**config.mk**
```make
export PLATFORM = sky130hd
export DESIGN_NAME = mem_fill_dma
export DESIGN_NICKNAME = d
export VERILOG_FILES = /design/src/rtl/mem_fill_pkg.sv /design/src/rtl/mem_fill_dma_rdpipe.sv /design/src/rtl/mem_fill_dma.sv
export SDC_FILE = /design/constraint.sdc
export NUM_CORES = 1
export LEC_CHECK = 0
export ABC_AREA = 1
export BUFFER_PORTS_ARGS = -buffer_cell sky130_fd_sc_hd__buf_2
export CAP_MARGIN = 20
export CORE_UTILIZATION = 58
export DETAILED_ROUTE_END_ITERATION = 10
export PLACE_DENSITY = 0.83
export SETUP_SLACK_MARGIN = 0.4
export SYNTH_ARGS = -nofsm -noshare
export SYNTH_HDL_FRONTEND = slang
export SYNTH_SLANG_ARGS = --single-unit
```
**constraint.sdc**
```tcl
create_clock -name MEMORY_CLK -period 2 [get_ports MEMORY_CLK]
set_input_delay 0.5 -clock MEMORY_CLK [delete_from_list [all_inputs] [get_ports MEMORY_CLK]]
set_output_delay 0.5 -clock MEMORY_CLK [all_outputs]
set_load 0.01 [all_outputs]
```
**src/rtl/mem_fill_pkg.sv**
```systemverilog
// Shared types for the SDPB fill/copy DMA: job modes, FSM states, limits.
// Latency: n/a (types only).
// Backpressure: n/a (types only).
package mem_fill_pkg;

  // Deepest source read latency the delay line is sized and tested for.
  localparam int RD_LAT_MAX = 4;

  typedef enum logic [1:0] {
    CONST = 2'd0,
    INCR  = 2'd1,
    COPY  = 2'd2,
    RSVD  = 2'd3
  } fill_mode_e;

  typedef enum logic [2:0] {
    ST_IDLE  = 3'd0,
    ST_FILL  = 3'd1,
    ST_COPY  = 3'd2,
    ST_DRAIN = 3'd3,
    ST_FIN   = 3'd4
  } fill_state_e;

endpackage

```
**src/rtl/mem_fill_dma_rdpipe.sv**
```systemverilog
// Delay line pairing each source read with its destination write address.
// Latency: RD_LAT cycles from in_vld/in_addr to out_vld/out_addr.
// Backpressure: none; shifts every cycle, flushed only by rst_n.
// Ports: in_vld/in_addr = read issued this cycle and its destination address;
//        out_vld/out_addr = write due this cycle; pend = entries still behind the head.
module mem_fill_rdpipe
  import mem_fill_pkg::*;
#(
  parameter int ADDR_W = 10,
  parameter int RD_LAT = 2   // 1..RD_LAT_MAX
) (
  input  logic              MEMORY_CLK,
  input  logic              rst_n,
  input  logic              in_vld,
  input  logic [ADDR_W-1:0] in_addr,
  output logic              out_vld,
  output logic [ADDR_W-1:0] out_addr,
  output logic              pend
);

  logic [RD_LAT-1:0] vld_q, vld_d;
  logic [ADDR_W-1:0] addr_q [RD_LAT];
  logic [ADDR_W-1:0] addr_d [RD_LAT];

  always_comb begin
    vld_d[0]  = in_vld;
    addr_d[0] = in_addr;
    for (int i = 1; i < RD_LAT; i++) begin
      vld_d[i]  = vld_q[i-1];
      addr_d[i] = addr_q[i-1];
    end
  end

  // Valid entries not yet at the head: once this is clear, the head entry
  // (if any) is the final write and the job can finish next cycle.
  always_comb begin
    pend = 1'b0;
    for (int i = 0; i < RD_LAT - 1; i++) begin
      pend = pend | vld_q[i];
    end
  end

  always_ff @(posedge MEMORY_CLK or negedge rst_n) begin
    if (!rst_n) begin
      vld_q <= '0;
      for (int i = 0; i < RD_LAT; i++) begin
        addr_q[i] <= '0;
      end
    end else begin
      vld_q  <= vld_d;
      addr_q <= addr_d;
    end
  end

  assign out_vld  = vld_q[RD_LAT-1];
  assign out_addr = addr_q[RD_LAT-1];

endmodule

```
**src/rtl/mem_fill_dma.sv**
```systemverilog
// Block-RAM initialiser/copier: CONST/INCR fill or COPY into one SDPB write port.
// Latency: fill write i on cycle 1+i after start; copy write k on cycle 1+k+RD_LAT.
// Backpressure: none; 1 word/clock, start ignored while busy, mode=3 rejected via err.
// Ports: start/mode/base_addr/src_addr/length/seed/mask = command (sampled in IDLE);
//        busy/done/err = status; dst_* = destination write port; src_* = source read port.
module mem_fill_dma
  import mem_fill_pkg::*;
#(
  parameter int              ADDR_W     = 10,
  parameter int              DATA_W     = 8,
  parameter int              RD_LAT     = 2,
  parameter int              AUTO_START = 1,
  parameter int              AUTO_LEN   = 1024,
  parameter logic [DATA_W-1:0] AUTO_MASK = 8'h7F
) (
  input  logic              MEMORY_CLK,
  input  logic              rst_n,
  input  logic              start,
  input  logic [1:0]        mode,
  input  logic [ADDR_W-1:0] base_addr,
  input  logic [ADDR_W-1:0] src_addr,
  input  logic [ADDR_W:0]   length,
  input  logic [DATA_W-1:0] seed,
  input  logic [DATA_W-1:0] mask,
  output logic              busy,
  output logic              done,
  output logic              err,
  output logic [ADDR_W-1:0] dst_ada,
  output logic [DATA_W-1:0] dst_din,
  output logic              dst_cea,
  output logic [ADDR_W-1:0] src_adb,
  output logic              src_ceb,
  output logic              src_oce,
  input  logic [DATA_W-1:0] src_dout
);

  localparam logic [ADDR_W-1:0] ADDR_ONE   = ADDR_W'(1);
  localparam logic [DATA_W-1:0] DATA_ONE   = DATA_W'(1);
  localparam logic [ADDR_W:0]   LEN_ONE    = (ADDR_W+1)'(1);
  localparam logic [ADDR_W:0]   AUTO_LEN_C = (ADDR_W+1)'(AUTO_LEN);

  fill_state_e       state_q, state_d;
  fill_mode_e        mode_q, mode_d;
  logic [ADDR_W:0]   cnt_q, cnt_d;          // words still to launch after the current one
  logic [DATA_W-1:0] val_q, val_d;          // unmasked data for the next fill write
  logic [DATA_W-1:0] mask_q, mask_d;
  logic [ADDR_W-1:0] wr_addr_q, wr_addr_d;  // next fill destination address
  logic [ADDR_W-1:0] rd_addr_q, rd_addr_d;  // source address being read this cycle
  logic [ADDR_W-1:0] rd_dst_q, rd_dst_d;    // destination paired with that read
  logic              rd_ceb_q, rd_ceb_d;
  logic              fill_cea_q, fill_cea_d;
  logic              err_q, err_d;
  logic              auto_q, auto_d;        // auto job still owed after reset
  logic [ADDR_W-1:0] ada_q, ada_d;          // last write address, held between writes
  logic [DATA_W-1:0] din_q, din_d;          // last write data, held between writes

  logic              pipe_vld;
  logic [ADDR_W-1:0] pipe_addr;
  logic              pipe_pend;

  // The pending auto job masquerades as a start strobe with fixed arguments.
  logic              cmd_go;
  fill_mode_e        cmd_mode;
  logic [ADDR_W-1:0] cmd_base;
  logic [ADDR_W:0]   cmd_len;
  logic [DATA_W-1:0] cmd_seed;
  logic [DATA_W-1:0] cmd_mask;

  assign cmd_go   = start | auto_q;
  assign cmd_mode = auto_q ? INCR : fill_mode_e'(mode);
  assign cmd_base = auto_q ? '0 : base_addr;
  assign cmd_len  = auto_q ? AUTO_LEN_C : length;
  assign cmd_seed = auto_q ? '0 : seed;
  assign cmd_mask = auto_q ? AUTO_MASK : mask;

  function automatic logic [DATA_W-1:0] fill_word(input fill_mode_e m,
                                                  input logic [DATA_W-1:0] v,
                                                  input logic [DATA_W-1:0] msk);
    return (m == INCR) ? (v & msk) : v;
  endfunction

  mem_fill_rdpipe #(
    .ADDR_W (ADDR_W),
    .RD_LAT (RD_LAT)
  ) u_rdpipe (
    .MEMORY_CLK (MEMORY_CLK),
    .rst_n      (rst_n),
    .in_vld     (rd_ceb_q),
    .in_addr    (rd_dst_q),
    .out_vld    (pipe_vld),
    .out_addr   (pipe_addr),
    .pend       (pipe_pend)
  );

  always_comb begin
    state_d    = state_q;
    mode_d     = mode_q;
    cnt_d      = cnt_q;
    val_d      = val_q;
    mask_d     = mask_q;
    wr_addr_d  = wr_addr_q;
    rd_addr_d  = rd_addr_q;
    rd_dst_d   = rd_dst_q;
    rd_ceb_d   = 1'b0;
    fill_cea_d = 1'b0;
    err_d      = 1'b0;
    auto_d     = auto_q;
    ada_d      = ada_q;
    din_d      = din_q;

    unique case (state_q)
      ST_IDLE: begin
        if (cmd_go) begin
          auto_d = 1'b0;
          if (cmd_mode == RSVD) begin
            err_d = 1'b1;
          end else if (cmd_len == '0) begin
            state_d = ST_FIN;
          end else begin
            // First word is launched right here so it lands on cycle 1.
            cnt_d  = cmd_len - LEN_ONE;
            mode_d = cmd_mode;
            mask_d = cmd_mask;
            if (cmd_mode == COPY) begin
              state_d   = ST_COPY;
              rd_ceb_d  = 1'b1;
              rd_addr_d = src_addr;
              rd_dst_d  = cmd_base;
            end else begin
              state_d    = ST_FILL;
              fill_cea_d = 1'b1;
              ada_d      = cmd_base;
              din_d      = fill_word(cmd_mode, cmd_seed, cmd_mask);
              wr_addr_d  = cmd_base + ADDR_ONE;
              val_d      = (cmd_mode == INCR) ? cmd_seed + DATA_ONE : cmd_seed;
            end
          end
        end
      end
      ST_FILL: begin
        if (cnt_q != '0) begin
          fill_cea_d = 1'b1;
          ada_d      = wr_addr_q;
          din_d      = fill_word(mode_q, val_q, mask_q);
          wr_addr_d  = wr_addr_q + ADDR_ONE;
          if (mode_q == INCR) val_d = val_q + DATA_ONE;
          cnt_d      = cnt_q - LEN_ONE;
        end else begin
          state_d = ST_FIN;
        end
      end
      ST_COPY: begin
        if (cnt_q != '0) begin
          rd_ceb_d  = 1'b1;
          rd_addr_d = rd_addr_q + ADDR_ONE;
          rd_dst_d  = rd_dst_q + ADDR_ONE;
          cnt_d     = cnt_q - LEN_ONE;
        end else begin
          state_d = ST_DRAIN;
        end
      end
      ST_DRAIN: begin
        // Nothing behind the head means this cycle carries the last write.
        if (!pipe_pend) state_d = ST_FIN;
      end
      ST_FIN: begin
        state_d = ST_IDLE;
      end
      default: begin
        state_d = ST_IDLE;
      end
    endcase

    // Copy writes go out combinationally with src_dout; latch them so the
    // port holds the last written address/data afterwards.
    if (pipe_vld) begin
      ada_d = pipe_addr;
      din_d = src_dout;
    end
  end

  always_ff @(posedge MEMORY_CLK or negedge rst_n) begin
    if (!rst_n) begin
      state_q    <= ST_IDLE;
      mode_q     <= CONST;
      cnt_q      <= '0;
      val_q      <= '0;
      mask_q     <= '0;
      wr_addr_q  <= '0;
      rd_addr_q  <= '0;
      rd_dst_q   <= '0;
      rd_ceb_q   <= 1'b0;
      fill_cea_q <= 1'b0;
      err_q      <= 1'b0;
      auto_q     <= (AUTO_START != 0);
      ada_q      <= '0;
      din_q      <= '0;
    end else begin
      state_q    <= state_d;
      mode_q     <= mode_d;
      cnt_q      <= cnt_d;
      val_q      <= val_d;
      mask_q     <= mask_d;
      wr_addr_q  <= wr_addr_d;
      rd_addr_q  <= rd_addr_d;
      rd_dst_q   <= rd_dst_d;
      rd_ceb_q   <= rd_ceb_d;
      fill_cea_q <= fill_cea_d;
      err_q      <= err_d;
      auto_q     <= auto_d;
      ada_q      <= ada_d;
      din_q      <= din_d;
    end
  end

  assign busy    = state_q inside {ST_FILL, ST_COPY, ST_DRAIN};
  assign done    = (state_q == ST_FIN);
  assign err     = err_q;
  assign dst_cea = fill_cea_q | pipe_vld;
  assign dst_ada = pipe_vld ? pipe_addr : ada_q;
  assign dst_din = pipe_vld ? src_dout : din_q;
  assign src_ceb = rd_ceb_q;
  assign src_adb = rd_addr_q;
  // Source output register is always enabled; RD_LAT already counts it.
  assign src_oce = 1'b1;

endmodule

```
==> implementation parameters, run 1 <==
Parameter                              Value

Yosys
  Cell taking the most area after synthesis ... dfrtp_1
  Share of synthesized area occupied by flip-flops and latches ... about two fifths
  Most frequent cells after synthesis ... nand2_1, dfrtp_1, inv_1, nand3_1, o21ai_0
  Post-synth top area share ... roughly two fifths
  Number of enable flip-flop cells after synthesis ... 0
  Proportion of register bits with asynchronous set or reset after synthesis ... 100%
  Leading post-synthesis cells by cell area ... dfrtp_1, nand2_1, nand3_1
  Average size of a mapped cell ... 7.22 um2
  Post-synthesis sequential element count ... around 110
  Net Count, Synth ... between 900 and 1000
  Most used DFF post-synth ... dfrtp_1
  Most common cell in the netlist ... nand2_1
  Netlist cell types ... 41
  Post-Syn Area ... about 6500 um2
  YS warnings ... 0
  Syn Inst Count ... a little under 900

Worst setup path
  Cell count of the worst reg-to-reg path ... 12
  Largest stage delay on the critical path ... ~460 ps
  Worst R2R Start ... state_q[2]$_DFFE_PN0P_
  Sequence of cells on the critical path ... inv_1 -> nand3_4 -> nand2_8 -> buf_12 -> nand2_2 -> nand2_4 -> ha_4 -> nand3_4 -> nor2_4 -> nor2_1 -> o21ai_1 -> o21ai_1
  Required time worst endpoint ... 2280 ps
  Critical path's slowest cell ... dfrtp_2
  Minimum setup slack among reg-to-reg paths ... -180 ps
  Startpoint Class ... flip-flop
  Kind of capture point of the worst setup path ... flip-flop
  Startpoint-to-endpoint class of the critical path ... flip-flop to flip-flop
  Worst r2r dst ... cnt_q[4]$_DFFE_PN0P_
  Crit path buffers/inverters ... 2
  Arrival @ worst endpoint ... 2450 ps
  Critical-path maximum fanout ... 6
  Cell family with the largest share of critical-path delay ... simple AND/OR/NAND/NOR gates

Placed design
  Input/output buffers ... 92
  Placed instance count ... between 1000 and 1500
  Total half-perimeter wirelength after legalization and detailed placement ... between 10 and 15 mm
  Worst setup slack after placement ... approximately 51 ps
  Routability Congestion ... just over 0.9

Timing
  Relative slew slack ... 59.0%
  Final setup vio count ... 21
  Maximum frequency from static timing analysis ... around 460 MHz
  Final worst-path setup slack ... -176 ps
  Worst Tran Pin Value ... 615 ps
  Final number of hold-violating endpoints ... 0
  Unrepaired setup endpoints after global routing ... yes
  Skew final ... roughly 16 ps
  Post-route fraction of the period consumed by the critical path ... 109%
  Shortest period the worst path allows ... roughly 2200 ps
  Max-slew violation total from the final report ... 0
  Tightest hold margin ... ~100 ps

Clock network
  Maximum number of buffers from clock root to sink ... 2
  Maximum level of the CTS H-tree ... 3
  TritonCTS clock tree ... yes
  Clock tree root buffer cell ... clkbuf_8
  Clock-pin slew of the registers on the worst-case setup and hold paths ... around 110 ps
  Hold-fix buffer count after cts ... 0
  Num Clock Sinks ... 106
  Insertion delay to the later sink of the worst-skew pair ... 400 ps
  Number of buffers created by CTS ... 9

Die
  Top-Level Pins ... 94
  Y dimension of the die ... 108 um
  Overall die width ... approximately 110 um
  Core Rows ... 38
  Die Footprint ... about 12000 um2
  Starting density of the core ... approximately 60%
  Core outline area ... around 11000 um2

Route
  Routed wire length ... between 20 and 30 mm
  Vias per cell ... 6.33
  Final antenna-violating net count ... 0
  Average wire length per cell after detail routing ... ~22 um
  Violation count after the first detailed-routing iteration ... between 1000 and 1500
  Via count ... between 7000 and 8000
  Number of iterations in the first detailed-routing pass ... 7
  Number of design rule violations left after detail routing ... 0

Final layout
  Utilization after layout ... between 80% and 90%
  Fill cell count ... around 500
  Final nets ... 1153
  Layout cell share with drive strength beyond 1 ... 41.8%
  Post-synthesis to final-layout area growth ... 47.6%
  Count of placed standard cells in the final layout, fillers left out ... 1234

Power
  PD cells ... roughly 1700 nW/um2
  Combinational Power Share ... 66.5%
  Power after layout ... about 0.017 W
  Switching Fraction ... 49.8%
  Leak Pwr ... around 4.9 nW
  Clk network pwr share ... between 8 and 9%
  Internal power contribution ... about 0.0083 W
  Peak ir drop on the vdd network ... ~1100 uV
  Sequential Power Share ... 24.9%
  Net switching power ... between 0.008 and 0.009 W

Global routing
  Largest net degree at the start of global routing ... 39
  Vias in the first global route ... 7124
  Combined global-route utilization of all metal layers ... 39.7%
  First-pass GRT wire length ... about 35 mm
  Number of antenna violations at the first check in global routing ... 1
  Remaining Overflow, GRT ... 0

Run status
  Run status ... complete, but fails checks
  Violated checks ... negative setup slack

Run
  Max-cap violations ... 0

Worst hold path
  Min-Delay Path Class ... input pin to asynchronous set/reset pin
-- power by group through the flow --
stage	Sequential (W)	Clock [W]	Combinational, W
after floorplan	0.00374	0	0.00493
after global placement	0.00387	0	0.00618
after detailed placement	0.00389	0	0.00635
final	0.00412	0.00141	0.0110
after CTS	0.00392	0.00137	0.00856
after global routing	0.00417	0.00148	0.0116
-- cell usage in the layout (no fill, tap or decap), types with 9 or more instances in the layout --
| master | netlist | routed |
|---|---|---|
| clkbuf_8 | 0 | 9 |
| nand3_2 | 7 | 24 |
| inv_2 | 9 | 9 |
| o21ai_2 | 17 | 17 |
| nand4_1 | 13 | 13 |
| nand3_4 | 0 | 9 |
| nand2_2 | 11 | 58 |
| nand3_1 | 78 | 52 |
| o21ai_0 | 52 | 29 |
| dfrtp_1 | 105 | 101 |
| buf_6 | 9 | 36 |
| nor2_1 | 49 | 34 |
| buf_2 | 7 | 77 |
| buf_12 | 2 | 15 |
| nand2_4 | 3 | 43 |
| o21ai_1 | 27 | 42 |
| nor2_4 | 6 | 14 |
| nor2_2 | 4 | 12 |
| buf_4 | 8 | 71 |
| nand2_1 | 336 | 243 |
| inv_1 | 81 | 74 |
-- what timing repair did --
action,in CTS,in global routing
setup buffers,51,28
gates resized for setup,211,90
setup endpoints to repair,101,103
pin swaps,60,50
endpoints found under the hold margin,0,0
gates cloned,10,3
-- through the flow --
stage	TNS (ps)	area (um2)
2_1_floorplan	0	6670
3_3_place_gp	0	7320
3_5_place_dp	0	7320
4_1_cts	0	8920
5_1_grt	-4070	9530
6_report	-993	9540
-- flip-flops by register name, indices dropped and copies added (netlist names), 8 cells and up --
| name | cells |
|---|---|
| ada_q | 10 |
| cnt_q | 11 |
| din_q | 8 |
| mask_q | 8 |
| rd_dst_q | 10 |
| src_adb | 10 |
| u_rdpipe.addr_d | 10 |
| u_rdpipe.out_addr | 10 |
| val_q | 8 |
| wr_addr_q | 10 |
-- metal layers --
metal / up-vias / share of wire, % / GRT usage, %
li1: 3243 / - / -
met1: 3612 / 33 / 45.1
met2: 702 / 47 / 68.9
met3: 255 / 11 / 8.11
met4: 0 / 8.4 / 23.3
met5: - / 0 / 0
-- kinds of logic after synthesis --
family / synth area share, %
fa+ha+maj: 1.16
xor+xnor: 2.17
other cells: 0.0581
compound gates: 11.1
flops: 41.1
simple gates: 35.0
buf+inv: 9.36
-- layout make-up --
type	instances	area (um2)	share of cell area [%]
multi-input combinational	665	4190	43.9
sequential	106	2660	27.9
inverter	91	392	4.11
timing repair buffer	210	1880	19.8
timing repair inverter	4	40.0	0.420
antenna	2	5.00	0.0525
clock inverter	5	61.3	0.643
clock buffer	11	131	1.38
tap	140	175	1.84
-- how the worst max path moves through the flow --
stage / startpoint / end / depth (start not counted)
floorplan: state_q[2]$_DFFE_PN0P_ / wr_addr_q[8]$_DFFE_PN0P_ / 10
global placement: auto_q$_DFFE_PN1P_ / wr_addr_q[8]$_DFFE_PN0P_ / 9
detailed placement: auto_q$_DFFE_PN1P_ / din_q[7]$_DFFE_PN0P_ / 8
CTS: u_rdpipe.vld_q[1]$_DFF_PN0_ / dst_din[2] / 5
global route: state_q[2]$_DFFE_PN0P_ / cnt_q[4]$_DFFE_PN0P_ / 12
finish: state_q[2]$_DFFE_PN0P_ / cnt_q[4]$_DFFE_PN0P_ / 12
Power figures use the tool's default switching activity.
==> inputs of run 2 (changes only) <==
--- a/config.mk
+++ b/config.mk
@@ -6,7 +6,7 @@
 export NUM_CORES = 1
 export LEC_CHECK = 0
 export ABC_AREA = 1
-export BUFFER_PORTS_ARGS = -buffer_cell sky130_fd_sc_hd__buf_2
+export BUFFER_PORTS_ARGS = -buffer_cell sky130_fd_sc_hd__buf_4
 export CAP_MARGIN = 20
 export CORE_UTILIZATION = 58
 export DETAILED_ROUTE_END_ITERATION = 10
==> run 2 against run 1 <==
Effect of this change:
- the run still ends with negative setup slack left
- worst setup slack worse by 10 ps
- cell count about the same
- clock power down 4%
- routed wire length up 4.9%
- clock skew down 2.7 ps
- largest cell class unchanged
- highest routed layer is now met5
==> implementation parameters, run 2 (synthesis gave the netlist of run 1 again) <==
Parameter                              Value

Timing
  Final setup vio count ... 46
  Max-slew violation total from the final report ... 0
  Setup TNS ... -2370 ps
  Shortest period the worst path allows ... 2190 ps
  Unrepaired setup endpoints after global routing ... yes
  Skew final ... between 10 and 15 ps
  Final number of hold-violating endpoints ... 0
  Post-route fraction of the period consumed by the critical path ... 109%
  Worst Tran Pin Value ... approximately 670 ps
  Relative slew slack ... a little under three fifths
  Maximum frequency from static timing analysis ... ~460 MHz
  Final worst-path setup slack ... -186 ps

Placed design
  Worst setup slack after placement ... -21.6 ps
  Cell area reported after detailed placement ... 7560 um2
  Input/output buffers ... 92
  Routability Congestion ... about 0.9
  Total half-perimeter wirelength after legalization and detailed placement ... roughly 12 mm

Final layout
  Final instance area ... 9630 um2
  Commonest cells after routing, fill and taps aside ... nand2_1, buf_4, dfrtp_1
  Post-synthesis to final-layout area growth ... 49.0%
  Layout cell share with drive strength beyond 1 ... slightly above 40%
  Number of flip-flops under the largest register name ... 11
  Final nets ... between 1000 and 1500
  Leading cell type in the layout, fill and taps excluded ... nand2_1
  Reg with most FFs ... cnt_q
  # diodes ... 0

Global routing
  First-pass GRT wire length ... 35.1 mm
  Remaining Overflow, GRT ... 0
  Largest net degree at the start of global routing ... 40
  Number of antenna violations at the first check in global routing ... 1
  Vias in the first global route ... about 7000
  Combined global-route utilization of all metal layers ... roughly two fifths

Clock network
  Maximum number of buffers from clock root to sink ... 2
  Maximum level of the CTS H-tree ... 3
  Clock tree root buffer cell ... clkbuf_8
  TritonCTS clock tree ... yes
  Insertion delay to the later sink of the worst-skew pair ... 400 ps
  Num Clock Sinks ... 106
  Clock-pin slew of the registers on the worst-case setup and hold paths ... roughly 120 ps
  Number of buffers created by CTS ... 9

Worst setup path
  Cell count of the worst reg-to-reg path ... 10
  Startpoint Class ... flip-flop
  Required time worst endpoint ... 2290 ps
  Most frequent cell on the critical path ... nand3_2
  Kind of capture point of the worst setup path ... flip-flop
  Critical-path maximum fanout ... 6
  Startpoint-to-endpoint class of the critical path ... flip-flop to flip-flop
  Largest stage delay on the critical path ... 470 ps
  Critical path's slowest cell ... dfrtp_2
  Sequence of cells on the critical path ... nor2_4 -> nand2_8 -> buf_8 -> buf_6 -> o21ai_4 -> nand3_2 -> nor2_4 -> nand3_2 -> nand3_2 -> nand2_1
  Arrival @ worst endpoint ... roughly 2500 ps

Route
  Final antenna-violating net count ... 0
  Violation count after the first detailed-routing iteration ... 1044
  Number of iterations in the first detailed-routing pass ... 10
  Vias per cell ... around 6.5
  Average wire length per cell after detail routing ... 22.8 um
  Routed wire length ... 28.1 mm
  Via count ... roughly 8000
  Number of design rule violations left after detail routing ... 0

Power
  Power after layout ... 0.0164 W
  Leak Pwr ... 4.90 nW
  PD cells ... 1710 nW/um2
  Peak ir drop on the vdd network ... approximately 1100 uV

Die
  Starting density of the core ... between 50 and 60%
  Overall die width ... 108 um
  Core Rows ... 38
  Top-Level Pins ... 94
  Y dimension of the die ... roughly 110 um
  Die Footprint ... about 12000 um2
  Core outline area ... roughly 11000 um2

Run status
  Violated checks ... negative setup slack
  Run status ... complete, but fails checks

Run
  Max-cap violations ... 0

Worst hold path
  Min-Delay Path Class ... input pin to asynchronous set/reset pin
==> run 2: critical path: cells and delay by family, from the launching register on <==
| kind | cells | cell delay (ps) |
|---|---|---|
| AND/OR/NAND/NOR | 7 | 1090 |
| flip-flops | 1 | 470 |
| buffers and inverters | 2 | 290 |
| AO/OA/AOI/OAI | 1 | 240 |
==> run 2: metrics by stage <==
step / hold slack (ps) / std cells / util [%]
floorplan: 204 / 894 / -
global placement: 331 / 1126 / 69.7
detailed placement: 335 / 1126 / 69.7
CTS: 89.8 / 1208 / 84.0
global route: 81.8 / 1233 / 88.8
finish: 55.4 / 1233 / 88.8
==> run 2: final timing paths <==
check,startpoint,end,slack [ps]
hold reg to reg,u_rdpipe.addr_d[9]$_DFF_PN0_,u_rdpipe.out_addr[9]$_DFF_PN0_,360
setup / recovery,state_q[2]$_DFFE_PN0P_,wr_addr_q[7]$_DFFE_PN0P_,-190
setup reg to reg,state_q[2]$_DFFE_PN0P_,wr_addr_q[7]$_DFFE_PN0P_,-190
min in group MEMORY_CLK,mask[3],mask_q[3]$_DFFE_PN0P_,350
hold / removal,rst_n,mask_q[1]$_DFFE_PN0P_,60
max in group asynchronous,rst_n,rd_dst_q[0]$_DFFE_PN0P_,1340
==> run 2: where the power goes <==
part	internal (W)	leakage, nW	switching, W
Clock	0.000475	0.0921	0.000877
Combinational	0.00450	3.49	0.00641
Sequential	0.00318	1.31	0.000989
Total	0.00816	4.90	0.00828
==> run 2: layout make-up <==
class                      instances  area [um2]
timing repair buffer             210        2070
inverter                          91         382
tap                              140         175
clock buffer                       9         124
clock inverter                     7        58.8
sequential                       106        2660
fill                             433        1210
timing repair inverter             4        36.3
multi-input combinational        666        4120
==> run 2: per-layer routing <==
layer | vias to the layer above | part of all wire (%) | GRT usage, %
met4 | 2 | 9.7 | 25.1
met3 | 289 | 12 | 6.90
met5 | - | 0.046 | 0
li1 | 3255 | - | -
met2 | 827 | 46 | 66.5
met1 | 3645 | 32 | 46.9
==> run 2: timing repair <==
item                                    CTS  global route
endpoints found under the hold margin     0             0
gates resized for setup                 190            82
endpoints found under the setup margin  103           104
buffers inserted                         55            21
hold buffers                              0             0
cloned                                   11             4
pin swaps                                51            27
